File: config.mk
export PLATFORM = sky130hd
export DESIGN_NAME = mem_access_stage
export DESIGN_NICKNAME = d
export VERILOG_FILES = /design/src/rtl/mem_access_stage.sv
export SDC_FILE = /design/constraint.sdc
export NUM_CORES = 1
export LEC_CHECK = 0
export ABC_AREA = 1
export BUFFER_PORTS_ARGS = -buffer_cell sky130_fd_sc_hd__buf_2
export CORE_UTILIZATION = 30
export CTS_CLUSTER_DIAMETER = 30
export DETAILED_ROUTE_END_ITERATION = 7
export PLACE_DENSITY_LB_ADDON = 0.1
export SLEW_MARGIN = 15
export SYNTH_ARGS = -nofsm -noshare
export SYNTH_HDL_FRONTEND = slang
export SYNTH_SLANG_ARGS = --single-unit
File: constraint.sdc
create_clock -name clk -period 4.9 [get_ports clk]
set_clock_uncertainty 0.05 [all_clocks]
set_input_delay 0.735 -clock clk [delete_from_list [all_inputs] [get_ports clk]]
set_output_delay 0.735 -clock clk [all_outputs]
set_load 0.05 [all_outputs]
File: src/rtl/mem_access_stage.sv
// RV32I memory-access stage: drives the data-cache handshake,
// forms byte enables / store replication, aligns and extends loads.
// Ports: in_* from EX/MEM, dcache_* to/from the data cache,
// out_* to MEM/WB, stall to upstream, stall_cycles perf counter.
module mem_access_stage #(
  parameter int PERF_W = 16
) (
  input  logic              clk,
  input  logic              rst_n,
  input  logic              in_valid,
  input  logic              in_load,
  input  logic              in_store,
  input  logic [2:0]        in_rdata_sel,
  input  logic [1:0]        in_st_size,
  input  logic [31:0]       in_addr,
  input  logic [31:0]       in_wdata,
  output logic              stall,
  output logic              dcache_read,
  output logic              dcache_write,
  output logic [31:0]       dcache_address,
  output logic [3:0]        dcache_mbe,
  output logic [31:0]       dcache_wdata,
  input  logic [31:0]       dcache_rdata,
  input  logic              dcache_resp,
  output logic              out_valid,
  output logic [31:0]       out_load_data,
  output logic              out_misaligned,
  output logic [PERF_W-1:0] stall_cycles
);

  typedef enum logic {
    IDLE,
    REQ
  } state_t;

  localparam logic [2:0] SEL_LW  = 3'd0;
  localparam logic [2:0] SEL_LHU = 3'd1;
  localparam logic [2:0] SEL_LH  = 3'd2;
  localparam logic [2:0] SEL_LBU = 3'd3;
  localparam logic [2:0] SEL_LB  = 3'd4;

  state_t      state;
  state_t      state_nx;
  logic        stall_c;
  logic        accept;
  logic        misal;
  logic [2:0]  sel;
  logic [3:0]  mbe_nx;
  logic [31:0] wd_nx;
  logic [2:0]  lat_sel;
  logic [1:0]  lat_off;
  logic        lat_ld;
  logic [31:0] shifted;
  logic [31:0] ext;
  logic [31:0] ld_data;

  // Loads win when both load and store are flagged.
  always_comb begin
    sel = (in_rdata_sel > SEL_LB) ? SEL_LW : in_rdata_sel;
    misal = 1'b0;
    mbe_nx = 4'b1111;
    wd_nx = in_wdata;
    if (in_load) begin
      case (sel)
        SEL_LW:           misal = |in_addr[1:0];
        SEL_LHU, SEL_LH:  misal = in_addr[0];
        default:          misal = 1'b0;
      endcase
    end else if (in_store) begin
      case (in_st_size)
        2'b00: begin
          misal = 1'b0;
          mbe_nx = 4'b0001 << in_addr[1:0];
          wd_nx = {4{in_wdata[7:0]}};
        end
        2'b01: begin
          misal = in_addr[0];
          mbe_nx = in_addr[1] ? 4'b1100 : 4'b0011;
          wd_nx = {2{in_wdata[15:0]}};
        end
        default: begin
          misal = |in_addr[1:0];
        end
      endcase
    end
    accept = in_valid & (in_load | in_store) & ~misal;
  end

  always_comb begin
    state_nx = state;
    stall_c = 1'b0;
    unique case (state)
      IDLE: begin
        if (accept) begin
          stall_c = 1'b1;
          state_nx = REQ;
        end
      end
      REQ: begin
        stall_c = ~dcache_resp;
        if (dcache_resp) state_nx = IDLE;
      end
      default: state_nx = IDLE;
    endcase
  end

  // Gated so stall reads 0 while reset is held, whatever the inputs.
  assign stall = rst_n & stall_c;

  always_comb begin
    shifted = dcache_rdata >> {lat_off, 3'b000};
    case (lat_sel)
      SEL_LHU: ext = {16'b0, shifted[15:0]};
      SEL_LH:  ext = {{16{shifted[15]}}, shifted[15:0]};
      SEL_LBU: ext = {24'b0, shifted[7:0]};
      SEL_LB:  ext = {{24{shifted[7]}}, shifted[7:0]};
      default: ext = dcache_rdata;
    endcase
    ld_data = lat_ld ? ext : 32'b0;
  end

  always_ff @(posedge clk or negedge rst_n) begin
    if (!rst_n) begin
      state <= IDLE;
      dcache_read <= 1'b0;
      dcache_write <= 1'b0;
      dcache_address <= '0;
      dcache_mbe <= '0;
      dcache_wdata <= '0;
      out_valid <= 1'b0;
      out_load_data <= '0;
      out_misaligned <= 1'b0;
      stall_cycles <= '0;
      lat_sel <= '0;
      lat_off <= '0;
      lat_ld <= 1'b0;
    end else begin
      state <= state_nx;
      out_valid <= 1'b0;
      if (stall_c && !(&stall_cycles))
        stall_cycles <= stall_cycles + PERF_W'(1);
      unique case (state)
        IDLE: begin
          if (accept) begin
            dcache_read <= in_load;
            dcache_write <= ~in_load;
            dcache_address <= {in_addr[31:2], 2'b00};
            dcache_mbe <= mbe_nx;
            dcache_wdata <= wd_nx;
            lat_sel <= sel;
            lat_off <= in_addr[1:0];
            lat_ld <= in_load;
          end else if (in_valid) begin
            out_valid <= 1'b1;
            out_load_data <= '0;
            out_misaligned <= misal;
          end
        end
        REQ: begin
          if (dcache_resp) begin
            dcache_read <= 1'b0;
            dcache_write <= 1'b0;
            out_valid <= 1'b1;
            out_load_data <= ld_data;
            out_misaligned <= 1'b0;
          end
        end
        default: ;
      endcase
    end
  end

endmodule

-- After elaboration in Yosys (flattened, before gate mapping)
Index checks and enable logic that the tools add are counted.
Widths: inputs -> output; s select.
- register bits: 125
- input bits: 107
- word-level logic and storage cells: 80
- add/subtract/negate cells: 1
- $lt $le $gt $ge: 1
- equality and inequality tests: 11
- shift operators: 2
- mux-type cells: 34
- bitwise gates (word level): 8
- reductions and logical operators: 10
- operators by type and width (operator ; count):
    $mux 32 ; 6
    $pmux 32 s2 ; 2
    $pmux 32 s4 ; 1
    $shr 32x5->16 ; 1
    $add 16x1->16 const B ; 1
    $pmux 1 s2 ; 8
    $reduce_and 16->1 ; 1
    $mux 1 ; 12
    $mux 4 ; 3
    $eq 3x2->1 const B ; 3
    $ne 2x2->1 const B ; 4
    $pmux 4 s2 ; 1
    $eq 3x1->1 const B ; 2
    $not 1->1 ; 4
    $reduce_and 2->1 ; 2
    $reduce_or 2->1 ; 2
    $shl 1x2->4 const A ; 1
    $and 1x1->1 ; 3
    $eq 3x3->1 const B ; 1
    $gt 3x3->1 const B ; 1
    $logic_not 3->1 ; 1
    $mux 3 ; 1
    $reduce_and 3->1 ; 1
    $eq 2x1->1 const B ; 1
    other kinds (4) ; 4

-- Longest topological paths before layout
Gate-level depths: netlist of run 1.
- word-level depth: 11
- depth in mapped cells: 13
- gate-level depth less buffers: 12

-- Worst setup path after synthesis of run 1
Ideal clock, no wire load.
- path kind: input to output
- start point: in in_st_size[0]
- end point: out stall
- arrival: 2.336 ns
- path slack: 1.779 ns
- stages: 11
- path buffers: 2
- cells stage by stage: inv_1 nand2_1 nand2_1 nand2_1 nand2_1 inv_2 nand2_1 nand3_2 buf_6 buf_4 a21boi_1
- cells in the longest elaborated chain, start to end: 9
- elaborated cells on any way between the ends: 10
- classes of those cells: eq/ne: 1; mux: 5; bitwise: 3; reduce/logical: 1
- RTL lines (item ; line ; text):
    from (decl) ; 14 ; input logic [1:0] in_st_size,
    $eq 2x1->1 or $logic_not 2->1 (tied branches) ; 70 ; case (in_st_size)
    $pmux 1 s2 * ; 70 ;
    $mux 1 * ; 69 ; end else if (in_store) begin
    $mux 1 * ; 63 ; if (in_load) begin
    $not 1->1 * ; 86 ; accept = in_valid & (in_load | in_store) & ~misal;
    $and 1x1->1 * ; 86 ;
    $mux 1 * ; 94 ; if (accept) begin
    $pmux 1 s2 * ; 92 ; unique case (state)
    $and 1x1->1 * ; 108 ; assign stall = rst_n & stall_c;
    to (decl) ; 17 ; output logic stall,
Mark *: on every way between the ends. The rest lies on a longest branch, timed or not.

-- Worst setup path after layout of run 1
Same ends and word-level chain as after synthesis.

==> impl_table.tex, run 1 <==
\begin{tabular}{lr}
\hline
Metric & Value \\
\hline
\multicolumn{2}{l}{\textbf{Setup path}} \\
\quad Slowest Stage Delay on Critical Path & 0.30 ns \\
\quad Worst setup EP type & output pin \\
\quad Arr. time, crit path & 2.20 ns \\
\quad Worst Setup Start Kind & input port \\
\quad Sequence of cells on the critical path & buf\_2 -> inv\_1 -> nand2\_1 -> nand2\_1 -> nand2\_1 -> nand2\_1 -> inv\_2 -> nand2\_1 -> nand3\_4 -> a21boi\_1 -> buf\_2 \\
\quad Worst path required time & 4.12 ns \\
\quad Critical path fanouts, max & 27 \\
\quad Most prevalent standard cell on the critical path & sky130\_fd\_sc\_hd\_\_nand2\_1 \\
\quad Slowest stage cell, crit path & sky130\_fd\_sc\_hd\_\_nand3\_4 \\
\quad Worst Setup Path Type & in -> out \\
\multicolumn{2}{l}{\textbf{Synth}} \\
\quad Netlist area before placement & 6360 sq um \\
\quad Portion of the post-synthesis area used by sequential elements & 49.2\% \\
\quad Biggest area consumer among synthesized cells & sky130\_fd\_sc\_hd\_\_dfrtp\_1 \\
\quad Synth Flop Type & sky130\_fd\_sc\_hd\_\_dfrtp\_1 \\
\quad Number of warnings issued by yosys & 0 \\
\quad Average cell area after synthesis & 7.44 sq um \\
\quad Area contributors post-synth & sky130\_fd\_sc\_hd\_\_dfrtp\_1, sky130\_fd\_sc\_hd\_\_nand2\_1, sky130\_fd\_sc\_hd\_\_nand3\_1 \\
\quad Async set-reset flop share out of synthesis & 100\% \\
\quad Seq cells post-synth & 125 \\
\quad Distinct cells, synth & 30 \\
\quad Synthesized netlist cell count & 855 \\
\quad EDFF count, synth & 0 \\
\quad Fraction of post-synthesis cell area in the top cell type by area & 49.2\% \\
\multicolumn{2}{l}{\textbf{Clock tree}} \\
\quad Clock sink count & 125 \\
\quad Number of buffers on the longest clock path & 2 \\
\quad Cts repair resizes & 0 \\
\quad Clock tree from TritonCTS & done \\
\quad Clock edge transition at the registers on the reported setup and hold paths & 0.06 ns \\
\quad Setup Buffers After CTS & 0 \\
\quad Clock buffer count from CTS & 17 \\
\quad Cell at the root of the clock tree & sky130\_fd\_sc\_hd\_\_clkbuf\_16 \\
\quad Count of hold buffers inserted by post-cts repair & 0 \\
\quad Clock latency reported for the late side of the worst-skew pair & 0.42 ns \\
\quad Number of levels the H-tree was split into & 4 \\
\multicolumn{2}{l}{\textbf{Routing}} \\
\quad Number of search-and-repair iterations in the first detailed-routing pass & 4 \\
\quad Detailed-route vias per instance & 4.54 \\
\quad Antenna violation net count after detailed routing & 0 \\
\quad \# DRC & 0 \\
\quad Detail-routed net length per standard cell & 14.6 um \\
\quad Total length of routed wires & 19.6 mm \\
\quad Detailed Route Iter0 Violations & 335 \\
\quad Detailed-route via count & 6,122 \\
\multicolumn{2}{l}{\textbf{Cells and area}} \\
\quad Growth of design area from synthesis to finish & 29.9\% \\
\quad Final design area excluding fillers & 8260 sq um \\
\quad N\_diodes & 0 \\
\quad Share of cells above drive strength 1 & 26.3\% \\
\quad Most common library cell in the layout ignoring fill and taps & sky130\_fd\_sc\_hd\_\_nand2\_1 \\
\quad Most frequent cells in the layout & sky130\_fd\_sc\_hd\_\_nand2\_1, sky130\_fd\_sc\_hd\_\_buf\_2, sky130\_fd\_sc\_hd\_\_dfrtp\_1, sky130\_fd\_sc\_hd\_\_nand3\_1, sky130\_fd\_sc\_hd\_\_inv\_1 \\
\quad Net count of the finished layout & 1,174 \\
\quad Non-Filler Instances & 1,349 \\
\multicolumn{2}{l}{\textbf{Floorplanning}} \\
\quad Die H & 148 um \\
\quad Effective utilization at floorplan & 31.0\% \\
\quad Die Width & 148 um \\
\quad Area of the die & 21,800 sq um \\
\quad Placeable core region & 20,500 sq um \\
\quad Number of top-level pins & 228 \\
\quad Cell row count & 52 \\
\multicolumn{2}{l}{\textbf{Placed design}} \\
\quad Buffers added on ports & 225 \\
\quad Number of instances in the placed design & 1,317 \\
\quad Half-perimeter wire length after detailed placement & 13.8 mm \\
\quad Post-place setup slack & 1.87 ns \\
\quad Placer's final routability congestion estimate & 0.806 \\
\quad Cell area after placement & 7650 sq um \\
\multicolumn{2}{l}{\textbf{Worst hold path}} \\
\quad Class of the most critical hold timing path & in -> async \\
\multicolumn{2}{l}{\textbf{Timing}} \\
\quad Final count of pins violating max slew & 0 \\
\quad Slew at the pin closest to its max-slew limit & 0.808 ns \\
\quad Count of final setup violators & 0 \\
\quad Accumulated negative setup slack & 0 ns \\
\quad Worst slew margin & 46.2\% \\
\quad Post-route minimum period & 2.98 ns \\
\quad Unrepaired setup endpoints after global routing & no \\
\quad Fmax & 335 MHz \\
\quad Post-route fraction of the period consumed by the critical path & 60.8\% \\
\quad Worst setup margin & 1.92 ns \\
\quad Final number of hold-violating endpoints & 0 \\
\multicolumn{2}{l}{\textbf{Global route}} \\
\quad Sum of overflow across all layers after global routing & 0 \\
\quad Global-route wire length before repair & 31.6 mm \\
\quad Antenna violations before repair & 1 \\
\quad Vias in the first global route & 5,806 \\
\quad Global router's overall resource usage & 18.7\% \\
\quad Maximum number of pins on one net before global-route repair & 78 \\
\multicolumn{2}{l}{\textbf{Job}} \\
\quad MaxCap Viol Count & 0 \\
\multicolumn{2}{l}{\textbf{Power and ir drop}} \\
\quad Worst-case vdd ir drop & 0.000225 V \\
\quad Ratio of total power to cell area & 539 nW/um\^{}2 \\
\quad Static Leakage & 4.68 nW \\
\multicolumn{2}{l}{\textbf{Outcome}} \\
\quad Run status & finished clean \\
\hline
\end{tabular}
state kept, by name (all words and copies together) (netlist names):
signal          flops
out_misaligned      1
lat_off             2
dcache_wdata       32
dcache_address     30
out_valid           1
dcache_read         1
lat_sel             3
lat_ld              1
dcache_mbe          4
dcache_write        1
state               1
stall_cycles       16
out_load_data      32
cell usage after synthesis, drive strengths merged (6+ instances only):
| master | count |
|---|---|
| a21oi | 42 |
| buf | 34 |
| clkbuf | 6 |
| dfrtp | 125 |
| inv | 54 |
| nand2 | 397 |
| nand3 | 73 |
| nor2 | 31 |
| o211ai | 9 |
| o21ai | 58 |
| xnor2 | 6 |
| xor2 | 6 |
cells by family (layout without fill, tap and decap cells):
kind of cell	after synthesis	after routing	synth area share, %
xor gates and xnor gates	12	12	1.65
other	1	2	0.0590
AOI/OAI and AO/OA	111	111	9.15
buffers and inverters	94	317	6.89
DFF	125	125	49.2
and+or+nand+nor	511	511	32.9
adders and majority gates	1	1	0.197
power breakdown:
group	switching [mW]	total (mW)	leakage (nW)	internal (mW)
sequential	0.157	1.41	1.62	1.26
clock	0.491	1.30	0.289	0.807
combinational	1.35	1.74	2.78	0.398
metrics by stage:
step                      util (%)  hold WS, ns  power, mW
after detailed placement      37.3        0.406       3.19
after floorplan                  -        0.389       2.73
after global routing          40.3        0.291       4.72
after global placement        37.3        0.402       3.19
after CTS                     40.3        0.275       4.51
final                         40.3        0.249       4.46
routing by layer:
layer / wire (um) / global-route usage (%) / share of wire, %
met5: 13 / 0 / 0.066
met4: 186 / 5.10 / 0.95
met2: 8500 / 27.7 / 43
met1: 9400 / 25.6 / 48
met3: 1540 / 6.57 / 7.8
critical path: cells and delay by family:
family,cells,cell delay [ns]
AO/OA/AOI/OAI,1,0.23
buffers and inverters,4,0.55
AND/OR/NAND/NOR,6,0.66
path summary, 6_finish.rpt:
path                                                 end                           from  slack, ns  depth (start not counted)
min reg2reg                out_load_data[21]$_DFFE_PN0P_  out_load_data[21]$_DFFE_PN0P_       0.41                          2
min                        out_load_data[22]$_DFFE_PN0P_                          rst_n       0.25                          1
max in group asynchronous  out_load_data[11]$_DFFE_PN0P_                          rst_n       3.26                          2
max reg2reg                 out_load_data[0]$_DFFE_PN0P_         lat_sel[1]$_DFFE_PN0P_       2.56                          9
max                                                stall                  in_st_size[0]       1.92                         11
min in group clk           out_load_data[21]$_DFFE_PN0P_  out_load_data[21]$_DFFE_PN0P_       0.41                          2
area by class of cell:
| cell class | instances | area [sq um] |
|---|---|---|
| clock buffers | 21 | 480 |
| clock inverters | 11 | 130 |
| fillers | 2244 | 12200 |
| inverters | 54 | 203 |
| multi-input cells | 637 | 2810 |
| flip-flops and latches | 125 | 3130 |
| well taps | 270 | 338 |
| repair buffers | 231 | 1180 |
Note: power is estimated with default switching activity, not from simulation.
==> inputs of run 2 (changes only) <==
Settings changed: ABC_AREA 1 to 0.
Clock period 4.9 ns to 2.7 ns, I/O delays scaled along.
==> run 2 against run 1 <==
  * Hold slack worse by 0.21 ns
  * Flip-flop and latch count did not move
  * Via count shrank 12%
  * Utilization increased by 0.90 points
  * Critical endpoint unchanged
==> impl_table.tex, run 2 <==
\begin{tabular}{lr}
\hline
Metric & Value \\
\hline
\multicolumn{2}{l}{\textbf{Outcome}} \\
\quad Run status & finished clean \\
\multicolumn{2}{l}{\textbf{Routing}} \\
\quad Number of search-and-repair iterations in the first detailed-routing pass & 4 (unchanged) \\
\quad Detailed-route vias per instance & 4.58 (+0.88\%) \\
\quad \# DRC & 0 (unchanged) \\
\quad Detailed Route Iter0 Violations & 223 (-33\%) \\
\quad Detailed-route via count & 5,361 (-12\%) \\
\quad Detail-routed net length per standard cell & 15.6 um (+7.0\%) \\
\quad Antenna violation net count after detailed routing & 0 (unchanged) \\
\quad Total length of routed wires & 18.2 mm (-7.1\%) \\
\multicolumn{2}{l}{\textbf{Clock tree}} \\
\quad Setup Buffers After CTS & 0 (unchanged) \\
\quad Cell at the root of the clock tree & sky130\_fd\_sc\_hd\_\_clkbuf\_16 \\
\quad Clock buffer count from CTS & 17 (unchanged) \\
\quad Number of buffers on the longest clock path & 2 (unchanged) \\
\quad Clock latency reported for the late side of the worst-skew pair & 0.41 ns (about the same) \\
\quad Clock tree from TritonCTS & done \\
\quad Cts repair resizes & 0 (unchanged) \\
\quad Clock edge transition at the registers on the reported setup and hold paths & 0.06 ns (about the same) \\
\quad Count of hold buffers inserted by post-cts repair & 0 (unchanged) \\
\quad Number of levels the H-tree was split into & 4 (unchanged) \\
\quad Clock sink count & 125 (unchanged) \\
\multicolumn{2}{l}{\textbf{Global route}} \\
\quad Global-route wire length before repair & 29.7 mm (-6.0\%) \\
\quad Antenna violations before repair & 1 (unchanged) \\
\quad Sum of overflow across all layers after global routing & 0 (unchanged) \\
\quad Global router's overall resource usage & 18.0\% (-0.65 points) \\
\quad Maximum number of pins on one net before global-route repair & 126 (+62\%) \\
\quad Vias in the first global route & 5,290 (-8.9\%) \\
\multicolumn{2}{l}{\textbf{Timing}} \\
\quad Count of final setup violators & 0 (unchanged) \\
\quad Accumulated negative setup slack & 0 ns (unchanged) \\
\quad Worst setup margin & 0.355 ns (-1.56 ns) \\
\quad Slew at the pin closest to its max-slew limit & 0.738 ns (-0.0694 ns) \\
\quad Post-route minimum period & 2.35 ns \\
\quad Post-route fraction of the period consumed by the critical path & 86.9\% \\
\quad Worst slew margin & 50.8\% (+4.6 points) \\
\quad Unrepaired setup endpoints after global routing & no \\
\quad Final number of hold-violating endpoints & 0 (unchanged) \\
\quad Final count of pins violating max slew & 0 (unchanged) \\
\quad Fmax & 426 MHz \\
\multicolumn{2}{l}{\textbf{Setup path}} \\
\quad Worst setup EP type & output pin \\
\quad Slack of the worst reg-to-reg path & 0.58 ns (-1.98 ns) \\
\quad Worst path required time & 2.25 ns (-1.87 ns) \\
\quad Worst-case reg-to-reg path depth & 6 (-3) \\
\quad Critical path fanouts, max & 8 (-70\%) \\
\quad Arr. time, crit path & 1.89 ns (-0.31 ns) \\
\quad Worst Setup Path Type & in -> out \\
\quad Worst Setup Start Kind & input port \\
\quad Critical register-to-register path endpoint & out\_load\_data[14]\$\_DFFE\_PN0P\_ \\
\quad Beginning of the worst register-to-register path & lat\_off[0]\$\_DFFE\_PN0P\_ \\
\multicolumn{2}{l}{\textbf{Placed design}} \\
\quad Post-place setup slack & 0.362 ns (-1.51 ns) \\
\quad Buffers added on ports & 225 (unchanged) \\
\quad Placer's final routability congestion estimate & 0.799 (-0.89\%) \\
\quad Number of instances in the placed design & 1,139 (-14\%) \\
\quad Half-perimeter wire length after detailed placement & 13.2 mm (-4.2\%) \\
\multicolumn{2}{l}{\textbf{Synth}} \\
\quad Synth Flop Type & sky130\_fd\_sc\_hd\_\_dfrtp\_1 \\
\quad Netlist area before placement & 6130 sq um (-3.6\%) \\
\quad Distinct cells, synth & 55 (+83\%) \\
\quad Biggest area consumer among synthesized cells & sky130\_fd\_sc\_hd\_\_dfrtp\_1 \\
\quad Seq cells post-synth & 125 (unchanged) \\
\quad Leading cell type by number of instances after synthesis & sky130\_fd\_sc\_hd\_\_nand2\_1 \\
\quad Number of warnings issued by yosys & 0 (unchanged) \\
\quad EDFF count, synth & 0 (unchanged) \\
\quad Async set-reset flop share out of synthesis & 100\% (unchanged) \\
\quad Fraction of post-synthesis cell area in the top cell type by area & 51.0\% (+1.8 points) \\
\quad Average cell area after synthesis & 9.16 sq um (+23\%) \\
\quad Synthesized netlist cell count & 669 (-22\%) \\
\quad Area contributors post-synth & sky130\_fd\_sc\_hd\_\_dfrtp\_1, sky130\_fd\_sc\_hd\_\_nand2\_1, sky130\_fd\_sc\_hd\_\_mux2i\_1 \\
\quad List of most frequent post-synthesis cells & sky130\_fd\_sc\_hd\_\_nand2\_1, sky130\_fd\_sc\_hd\_\_dfrtp\_1, sky130\_fd\_sc\_hd\_\_nor2\_1, sky130\_fd\_sc\_hd\_\_o21ai\_0, sky130\_fd\_sc\_hd\_\_mux2i\_1 \\
\quad Portion of the post-synthesis area used by sequential elements & 51.0\% (+1.8 points) \\
\multicolumn{2}{l}{\textbf{Cells and area}} \\
\quad Most common library cell in the layout ignoring fill and taps & sky130\_fd\_sc\_hd\_\_buf\_2 \\
\quad Share of cells above drive strength 1 & 32.8\% (+6.5 points) \\
\quad Net count of the finished layout & 1,001 (-15\%) \\
\quad Most frequent cells in the layout & sky130\_fd\_sc\_hd\_\_buf\_2, sky130\_fd\_sc\_hd\_\_nand2\_1, sky130\_fd\_sc\_hd\_\_dfrtp\_1, sky130\_fd\_sc\_hd\_\_nor2\_1, sky130\_fd\_sc\_hd\_\_o21ai\_0 \\
\quad Growth of design area from synthesis to finish & 32.6\% \\
\quad Non-Filler Instances & 1,171 (-13\%) \\
\quad Final Util & 41.2\% (+0.90 points) \\
\quad N\_diodes & 0 (unchanged) \\
\quad Largest registers & dcache\_wdata x32, out\_load\_data x32, dcache\_address x30 \\
\multicolumn{2}{l}{\textbf{Power and ir drop}} \\
\quad Static Leakage & 4.20 nW (-10\%) \\
\quad Final Total Pwr & 8.30 mW (+86\%) \\
\quad Ratio of total power to cell area & 1020 nW/um\^{}2 (+89\%) \\
\quad Worst-case vdd ir drop & 0.000602 V (+170\%) \\
\multicolumn{2}{l}{\textbf{Job}} \\
\quad MaxCap Viol Count & 0 (unchanged) \\
\multicolumn{2}{l}{\textbf{Floorplanning}} \\
\quad Effective utilization at floorplan & 31.1\% (+0.055 points) \\
\quad Number of top-level pins & 228 (unchanged) \\
\quad Die Width & 145 um (-1.8\%) \\
\quad Cell row count & 51 (-1.9\%) \\
\quad Area of the die & 21,000 sq um (-3.6\%) \\
\quad Placeable core region & 19,700 sq um (-3.8\%) \\
\quad Die H & 145 um (-1.8\%) \\
\multicolumn{2}{l}{\textbf{Worst hold path}} \\
\quad Class of the most critical hold timing path & in -> async \\
\hline
\end{tabular}
[run 2: cell types whose count changed in the layout (fill, tap and decap cells not counted), sizes merged, moves of 9 or more]
cell / previous run / this run
nand2: 397 / 191
nand3: 73 / 6
inv: 57 / 10
mux2i: 0 / 33
nor2: 31 / 60
a21oi: 42 / 20
buf: 231 / 247
nand2b: 0 / 14
mux2: 0 / 9
[run 2: cells by family after synthesis]
logic type               synth area share, %
other                                 0.0612
buffers and inverters                   4.39
AND/OR/NAND/NOR                         19.8
multiplexers                            7.47
XOR/XNOR                                2.00
flip-flops                              51.0
AO/OA/AOI/OAI                           14.4
adder cells (fa/ha/maj)                0.857
[run 2: metrics by stage]
| step | hold WS (ns) | cell area [sq um] |
|---|---|---|
| floorplan | 0.0594 | 6130 |
| global placement | 0.402 | 7580 |
| detailed placement | 0.402 | 7580 |
| CTS | 0.0944 | 8130 |
| global route | 0.103 | 8130 |
| finish | 0.0433 | 8130 |
[run 2: worst max-delay path, stage by stage]
cell and delay [ns]:
sky130_fd_sc_hd__buf_2 0.16, sky130_fd_sc_hd__a211oi_1 0.42, sky130_fd_sc_hd__o21a_1 0.26, sky130_fd_sc_hd__o221ai_4 0.14, sky130_fd_sc_hd__nand2_1 0.13, sky130_fd_sc_hd__and2_1 0.12
sky130_fd_sc_hd__buf_2 0.25
[run 2: cell type report]
cell class	instances	area, sq um
Clock buffer	18	429
Clock inverter	14	121
Fill cell	2059	11600
Inverter	8	30.0
Multi-Input combinational cell	494	2750
Sequential cell	125	3130
Tap cell	265	332
Timing Repair Buffer	247	1340
[run 2: power by group]
part | internal, mW | switching [mW] | leakage, nW
combinational | 0.889 | 2.60 | 2.34
sequential | 2.34 | 0.312 | 1.58
clock | 1.27 | 0.897 | 0.266
total | 4.50 | 3.80 | 4.20
[run 2: per-layer routing]
layer  up-vias  global-route usage (%)  part of all wire (%)
met5         -                       0                     0
met4         0                    5.00                  0.70
met3         8                    5.09                   5.7
met2       150                    27.6                    46
met1      2485                    24.7                    48
li1       2718                       -                     -
[run 2: worst max-delay path by stage]
stage / from / end / slack, ns / cells after the start
after floorplan: in_load / stall / 0.41 / 7
after global placement: in_addr[0] / stall / 0.40 / 7
after detailed placement: in_addr[0] / stall / 0.36 / 7
after CTS: in_addr[0] / stall / 0.36 / 7
after global routing: in_addr[0] / stall / 0.18 / 7
final: in_addr[0] / stall / 0.35 / 7
